--- src/rtl/decode_pkg.sv ---
// decode_pkg: opcode and format constants, decoded-field struct and the shared decode function.
package decode_pkg;
  localparam logic [4:0] OP_SDT = 5'h10;
  localparam logic [4:0] OP_BRANCH = 5'h11;
  localparam logic [4:0] OP_INVALID = 5'h1F;
  localparam logic [1:0] FMT_DP = 2'b00;
  localparam logic [1:0] FMT_SDT = 2'b01;
  localparam logic [2:0] FMT_BRANCH = 3'b101;
  typedef struct packed {
    logic [3:0]  cond;
    logic [4:0]  opcode;
    logic [3:0]  rn;
    logic [3:0]  rd;
    logic [3:0]  rm;
    logic        immediate_operand;
    logic        cpsr_write;
    logic [1:0]  shift_type;
    logic [4:0]  rm_shift;
    logic [3:0]  rotate_val;
    logic [7:0]  immediate_val;
    logic        pre_post;
    logic        up_down;
    logic        byte_word;
    logic        write_back;
    logic        load_store;
    logic [11:0] immediate_offset;
    logic [7:0]  rm_shift_sdt;
    logic        link_bit;
    logic [23:0] branch_imm;
  } dec_fields_t;
  function automatic dec_fields_t decode(logic [31:0] i);
    dec_fields_t d;
    d = '0;
    d.cond = i[31:28];
    d.opcode = OP_INVALID;
    if (i[27:26] == FMT_DP) begin
      d.opcode = {1'b0, i[24:21]};
      d.rn = i[19:16];
      d.rd = i[15:12];
      d.rm = i[3:0];
      d.immediate_operand = i[25];
      d.cpsr_write = i[20];
      d.shift_type = i[6:5];
      d.rm_shift = i[11:7];
      d.rotate_val = i[11:8];
      d.immediate_val = i[7:0];
    end else if (i[27:26] == FMT_SDT) begin
      d.opcode = OP_SDT;
      d.rn = i[19:16];
      d.rd = i[15:12];
      d.rm = i[3:0];
      d.immediate_operand = i[25];
      {d.pre_post, d.up_down, d.byte_word, d.write_back, d.load_store} = i[24:20];
      d.immediate_offset = i[11:0];
      d.rm_shift_sdt = i[11:4];
    end else if (i[27:25] == FMT_BRANCH) begin
      d.opcode = OP_BRANCH;
      d.link_bit = i[24];
      d.branch_imm = i[23:0];
    end
    return d;
  endfunction
endpackage

--- src/rtl/instr_fifo.sv ---
// instr_fifo: DEPTH-entry circular buffer with occupancy count and full/empty flags.
module instr_fifo #(
  parameter int DEPTH = 4,
  parameter int W = 64
) (
  input  logic clk,
  input  logic clr,
  input  logic push,
  input  logic pop,
  input  logic [W-1:0] wdata,
  output logic [W-1:0] rdata,
  output logic full,
  output logic empty,
  output logic [$clog2(DEPTH+1)-1:0] count
);
  localparam int AW = $clog2(DEPTH);
  localparam int CW = $clog2(DEPTH+1);
  logic [W-1:0] mem [DEPTH];
  logic [AW-1:0] wp, rp;
  assign rdata = mem[rp];
  assign full = count == CW'(DEPTH);
  assign empty = count == '0;
  always_ff @(posedge clk)
    if (push) mem[wp] <= wdata;
  always_ff @(posedge clk) begin
    if (clr) begin
      wp <= '0;
      rp <= '0;
      count <= '0;
    end else begin
      if (push) wp <= wp + 1'b1;
      if (pop) rp <= rp + 1'b1;
      if (push != pop) count <= push ? count + 1'b1 : count - 1'b1;
    end
  end
endmodule

--- src/rtl/decode_queue.sv ---
// decode_queue: buffered decode stage; FIFO plus one output register, with direct bypass when the FIFO is empty.
module decode_queue
  import decode_pkg::*;
#(
  parameter int DEPTH = 4,
  parameter int ADDR_W = 32
) (
  input  logic clk,
  input  logic reset,
  input  logic flush,
  input  logic in_valid,
  output logic in_ready,
  input  logic [31:0] in_instr,
  input  logic [ADDR_W-1:0] in_pc,
  output logic dec_valid,
  input  logic dec_ready,
  output logic [ADDR_W-1:0] dec_pc,
  output logic [3:0] cond,
  output logic [4:0] opcode,
  output logic [3:0] rn,
  output logic [3:0] rd,
  output logic [3:0] rm,
  output logic immediate_operand,
  output logic cpsr_write,
  output logic [1:0] shift_type,
  output logic [4:0] rm_shift,
  output logic [3:0] rotate_val,
  output logic [7:0] immediate_val,
  output logic pre_post,
  output logic up_down,
  output logic byte_word,
  output logic write_back,
  output logic load_store,
  output logic [11:0] immediate_offset,
  output logic [7:0] rm_shift_sdt,
  output logic link_bit,
  output logic [23:0] branch_imm,
  output logic [ADDR_W-1:0] branch_target,
  output logic [$clog2(DEPTH+1)-1:0] occupancy
);
  localparam int W = 32 + ADDR_W;
  logic clr, full, empty, accept, load, take, pop, push;
  logic [W-1:0] head;
  logic [31:0] src_instr;
  logic [ADDR_W-1:0] src_pc, src_target;
  dec_fields_t src_dec, q;
  assign clr = !reset || flush;
  assign in_ready = !full;
  assign accept = in_valid && !full && !flush;
  assign load = !dec_valid || dec_ready;
  assign pop = load && !empty;
  assign push = accept && !(load && empty);
  assign take = load && (!empty || accept);
  assign {src_pc, src_instr} = empty ? {in_pc, in_instr} : head;
  assign src_dec = decode(src_instr);
  assign src_target = src_pc + ADDR_W'(8) + (ADDR_W'($signed(src_instr[23:0])) << 2);
  instr_fifo #(.DEPTH(DEPTH), .W(W)) u_fifo (
    .clk(clk), .clr(clr), .push(push), .pop(pop), .wdata({in_pc, in_instr}),
    .rdata(head), .full(full), .empty(empty), .count(occupancy)
  );
  always_ff @(posedge clk) begin
    if (clr) begin
      dec_valid <= 1'b0;
      q <= '0;
      q.opcode <= OP_INVALID;
      dec_pc <= '0;
      branch_target <= '0;
    end else if (load) begin
      dec_valid <= take;
      if (take) begin
        q <= src_dec;
        dec_pc <= src_pc;
        branch_target <= src_dec.opcode == OP_BRANCH ? src_target : '0;
      end
    end
  end
  assign cond = q.cond;
  assign opcode = q.opcode;
  assign rn = q.rn;
  assign rd = q.rd;
  assign rm = q.rm;
  assign immediate_operand = q.immediate_operand;
  assign cpsr_write = q.cpsr_write;
  assign shift_type = q.shift_type;
  assign rm_shift = q.rm_shift;
  assign rotate_val = q.rotate_val;
  assign immediate_val = q.immediate_val;
  assign pre_post = q.pre_post;
  assign up_down = q.up_down;
  assign byte_word = q.byte_word;
  assign write_back = q.write_back;
  assign load_store = q.load_store;
  assign immediate_offset = q.immediate_offset;
  assign rm_shift_sdt = q.rm_shift_sdt;
  assign link_bit = q.link_bit;
  assign branch_imm = q.branch_imm;
endmodule
--- config.mk ---
export PLATFORM = sky130hd
export DESIGN_NAME = decode_queue
export DESIGN_NICKNAME = d
export VERILOG_FILES = /design/src/rtl/decode_pkg.sv /design/src/rtl/instr_fifo.sv /design/src/rtl/decode_queue.sv
export SDC_FILE = /design/constraint.sdc
export NUM_CORES = 1
export LEC_CHECK = 0
export BUFFER_PORTS_ARGS = -buffer_cell sky130_fd_sc_hd__buf_2
export CORE_AREA = 2 2 211 213
export DETAILED_ROUTE_END_ITERATION = 10
export DIE_AREA = 0 0 213 215
export PLACE_DENSITY_LB_ADDON = 0.08
export SETUP_SLACK_MARGIN = 0.15
export SYNTH_ARGS = -nofsm -noshare
export SYNTH_HDL_FRONTEND = slang
export SYNTH_SLANG_ARGS = --single-unit
export TNS_END_PERCENT = 20
--- constraint.sdc ---
create_clock -name clk -period 4.3 [get_ports clk]
set_clock_uncertainty 0.05 [all_clocks]
set_input_delay 0.215 -clock clk [delete_from_list [all_inputs] [get_ports clk]]
set_output_delay 0.215 -clock clk [all_outputs]
set_load 0.01 [all_outputs]
==> impl_results.rst <==
.. list-table::
   :header-rows: 1

   * - Metric
     - Value
   * - Run status
     - finished clean
   * - Leakage dissipation
     - 8.31 nW
   * - Most numerous cell types in the synthesized netlist
     - 295 x nand2_1, 256 x edfxtp_1, 151 x dfxtp_1, 101 x nor2_1, 87 x a21oi_1
   * - Predominant post-synthesis flop cell
     - edfxtp_1
   * - Total stage count of the critical path
     - 15
   * - Peak clock frequency supported by timing
     - 250 MHz
   * - Total vias in the final route
     - 12.3k
   * - Standard-cell row count
     - 77
   * - Final cell count without fillers
     - 2325
   * - Worst-case setup slack after placement
     - 250 ps
   * - Cell with the most instances after synthesis
     - nand2_1
   * - Mean instance size in the synthesized netlist
     - 12.5 µm²
   * - Cell-internal power
     - 0.00701 W
   * - Depth of the CTS H-tree
     - 2
   * - Worst voltage drop across the vdd grid
     - 0.272 mV
   * - Horizontal extent of the die
     - 213 µm
   * - Core area
     - 43600 µm²
   * - Number of max-slew violations in the final report
     - 0
   * - Async set-reset flop share out of synthesis
     - 0%
   * - Switching component of the power
     - 0.00247 W
   * - TritonCTS clock tree
     - built
   * - # nets final
     - 1826
   * - Min-delay worst type
     - input pin to register
   * - Total power per unit cell area
     - 438 nW/µm²
   * - Final antenna-violating net count
     - 0
   * - Placer congestion estimate
     - 0.866
   * - Final critical-path required period
     - 4010 ps
   * - Maximum number of pins on one net before global-route repair
     - 73
   * - Buffer and inverter count on the worst path
     - 3
   * - Most area-consuming cells after synthesis
     - edfxtp_1 45%, dfxtp_1 18%, mux4_2 8.5%
   * - Number of instances in the synthesized netlist
     - 1374
   * - I/O pins
     - 230
   * - Clock network fraction of design power
     - 41.2%
   * - Arr. time, crit path
     - 4410 ps
   * - Num CTS Buffers
     - 45
   * - Drt first pass iters
     - 7
   * - Placement Cell Area
     - 19300 µm²
   * - Worst R2R Path Depth
     - 15
   * - Global-route wire length before repair
     - 78500 µm
   * - Cell Area, Synth
     - 17200 µm²
   * - Post-detailed-routing wire length
     - 53500 µm
   * - Number of vias per cell after detailed routing
     - 5.28
   * - Sw frac
     - 26.0%
   * - Clock buffer depth
     - 3
   * - Remaining DRCs
     - 0
   * - Number of synthesized flops with an enable pin
     - 256
   * - Worst Max-Slew Pin Slew
     - 1170 ps
   * - Finished Cell Area
     - 21600 µm²
   * - RSZ-0062 raised after global routing
     - yes
   * - Starting Density
     - 39.5%
   * - Area used by multi-input combinational logic
     - 6120 µm²
   * - Overall overflow remaining after global route
     - 0
   * - Unique cell type count in the Yosys netlist
     - 61
   * - Relative contribution of sequential cells to total power
     - 44.4%
   * - Count of final setup violators
     - 0
   * - Floorplan die area
     - 45800 µm²
   * - Cell accounting for the most synthesized area
     - edfxtp_1
   * - Critical Path Sink Type
     - register
   * - Root buffer cell
     - clkbuf_16
   * - Hold Slack
     - 61.6 ps
   * - Via count of the first global-routing pass
     - 12.1k
   * - Yosys warning total
     - 0
   * - Fill cells
     - 3881
   * - Worst setup SP type
     - register
   * - Period utilization
     - 93.2%
   * - Fraction of layout cells with a size suffix above 1
     - 26.1%
   * - Net Count, Synth
     - 1506
   * - Area taken by flip-flops and latches
     - 10700 µm²
   * - Cell at the slowest stage of the critical path
     - mux4_2
   * - Sum of negative setup slack
     - 0 ps
   * - Post-synth top area share
     - 44.6%
   * - Longest individual stage delay on the worst path
     - 500 ps
   * - Smallest setup slack after layout
     - 294 ps
   * - Global-route usage over all layers
     - 23.5%
   * - Sequential fraction of the synthesis area
     - 62.2%
   * - Clock slew seen by the registers of the worst setup and hold paths
     - 60 ps
   * - CP max FO
     - 10
   * - Required time at the endpoint of the critical path
     - 4710 ps
   * - Dominant delay contributor by cell family on the critical path
     - compound AO/OA/AOI/OAI gates
   * - Number of synthesized register bits
     - 407
   * - Number of max-cap violations
     - 0
   * - Die height
     - 215 µm
   * - Cell depth of the worst min-delay path
     - 3
   * - Number of sinks on the clock net
     - 407
   * - Antenna violations before repair
     - 5
   * - Setup CP Type
     - register to register
   * - Relative slew margins
     - 21.7%
   * - Combinational share of power
     - 14.4%
   * - Initial DRC Count
     - 848
   * - Dpl hpwl
     - 36700 µm
   * - Synthesis-to-finish area growth
     - 25.6%
   * - Post-Place Cells
     - 2164
   * - Worst skew pair latency
     - 570 ps
   * - Detail-routed net length per standard cell
     - 23.0 µm
   * - Critical-path cell list
     - buf_2, buf_4, clkbuf_16, mux4_2, nand2_1, nand2_1, ha_1, ha_1, o211ai_1, a31oi_4, o2111ai_2, a211o_2, a211oi_2, or4_1, a32o_1
   * - Final Hold Violating Endpoints
     - 0
   * - Total of buffers placed on input and output ports
     - 229
## kinds of logic after synthesis
family	synth area share [%]
flip-flops	62.2
adder cells (fa/ha/maj)	4.66
AO/OA/AOI/OAI	9.29
buffers and inverters	2.80
AND/OR/NAND/NOR	10.7
XOR/XNOR	1.68
multiplexers	8.73
## registers in the layout, summed over array words and instances, names as in the netlist, 4 cells and up, named ones only
register	cells
branch_imm	24
u_fifo.mem	256
dec_pc	32
rd	4
rm_shift	5
rn	4
cond	4
rm	4
branch_target	32
immediate_offset	12
opcode	5
immediate_val	6
## power by group through the flow
stage	sequential (W)	combinational (W)	clock, W
after floorplan	0.00430	0.000764	0
after global placement	0.00429	0.00130	0
after detailed placement	0.00429	0.00129	0
after CTS	0.00421	0.00135	0.00398
after global routing	0.00421	0.00150	0.00414
final	0.00421	0.00137	0.00391
## per-layer routing
layer	vias up	GRT usage, %	wire [µm]
met3	83	5.25	3660
met1	6106	32.3	23400
met4	6	7.18	1310
li1	5672	-	-
met5	-	0	40
met2	406	37.0	25100
## worst paths after layout
path,start,endpoint,slack (ps)
worst max-delay path,register,branch_target[25],290
worst min-delay path,reset,opcode[0],60
worst max register to register,register,branch_target[25],290
worst min register to register,rn[1],rn[1],400
## through the flow
stage | total power (W) | utilization [%]
after CTS | 0.00955 | 49.3
after floorplan | 0.00507 | -
after global routing | 0.00985 | 49.6
after global placement | 0.00559 | 44.3
final | 0.00948 | 49.6
after detailed placement | 0.00559 | 44.3
## cells in the final DEF (no fill, tap or decap), types with 61 or more instances in the layout
cell type,instances
a21oi_1,86
buf_2,230
dfxtp_1,149
edfxtp_1,256
nand2_1,294
dlygate4sd3_1,66
nor2_1,100
a22oi_1,66
ha_1,61
mux4_2,65
## worst reg2reg max path, stage by stage, from the launching register on
cell       delay [ps]
dfxtp_4           370
buf_2             180
buf_4             160
clkbuf_16         180
mux4_2            500
nand2_1            80
nand2_1           130
ha_1              320
ha_1              330
o211ai_1          270
a31oi_4            70
o2111ai_2         230
a211o_2           190
a211oi_2           70
or4_1             480
a32o_1            250
## repair_timing
action                                  in CTS  in global routing
hold buffers                                66                  0
hold endpoints to repair                   263                  0
endpoints found under the setup margin       0                  9
setup buffers                                0                  8
resized for setup                            0                  8
## layout make-up
cell class                      instances  share of cell area [%]
Multi-Input combinational cell        862                    28.3
Inverter                               19                   0.329
Timing Repair Buffer                  359                    11.5
Antenna cell                            2                  0.0231
Clock inverter                          8                   0.329
Tap cell                              592                    3.42
Sequential cell                       407                    49.5
Clock buffer                           76                    6.65
(Power assumes the default switching activity.)
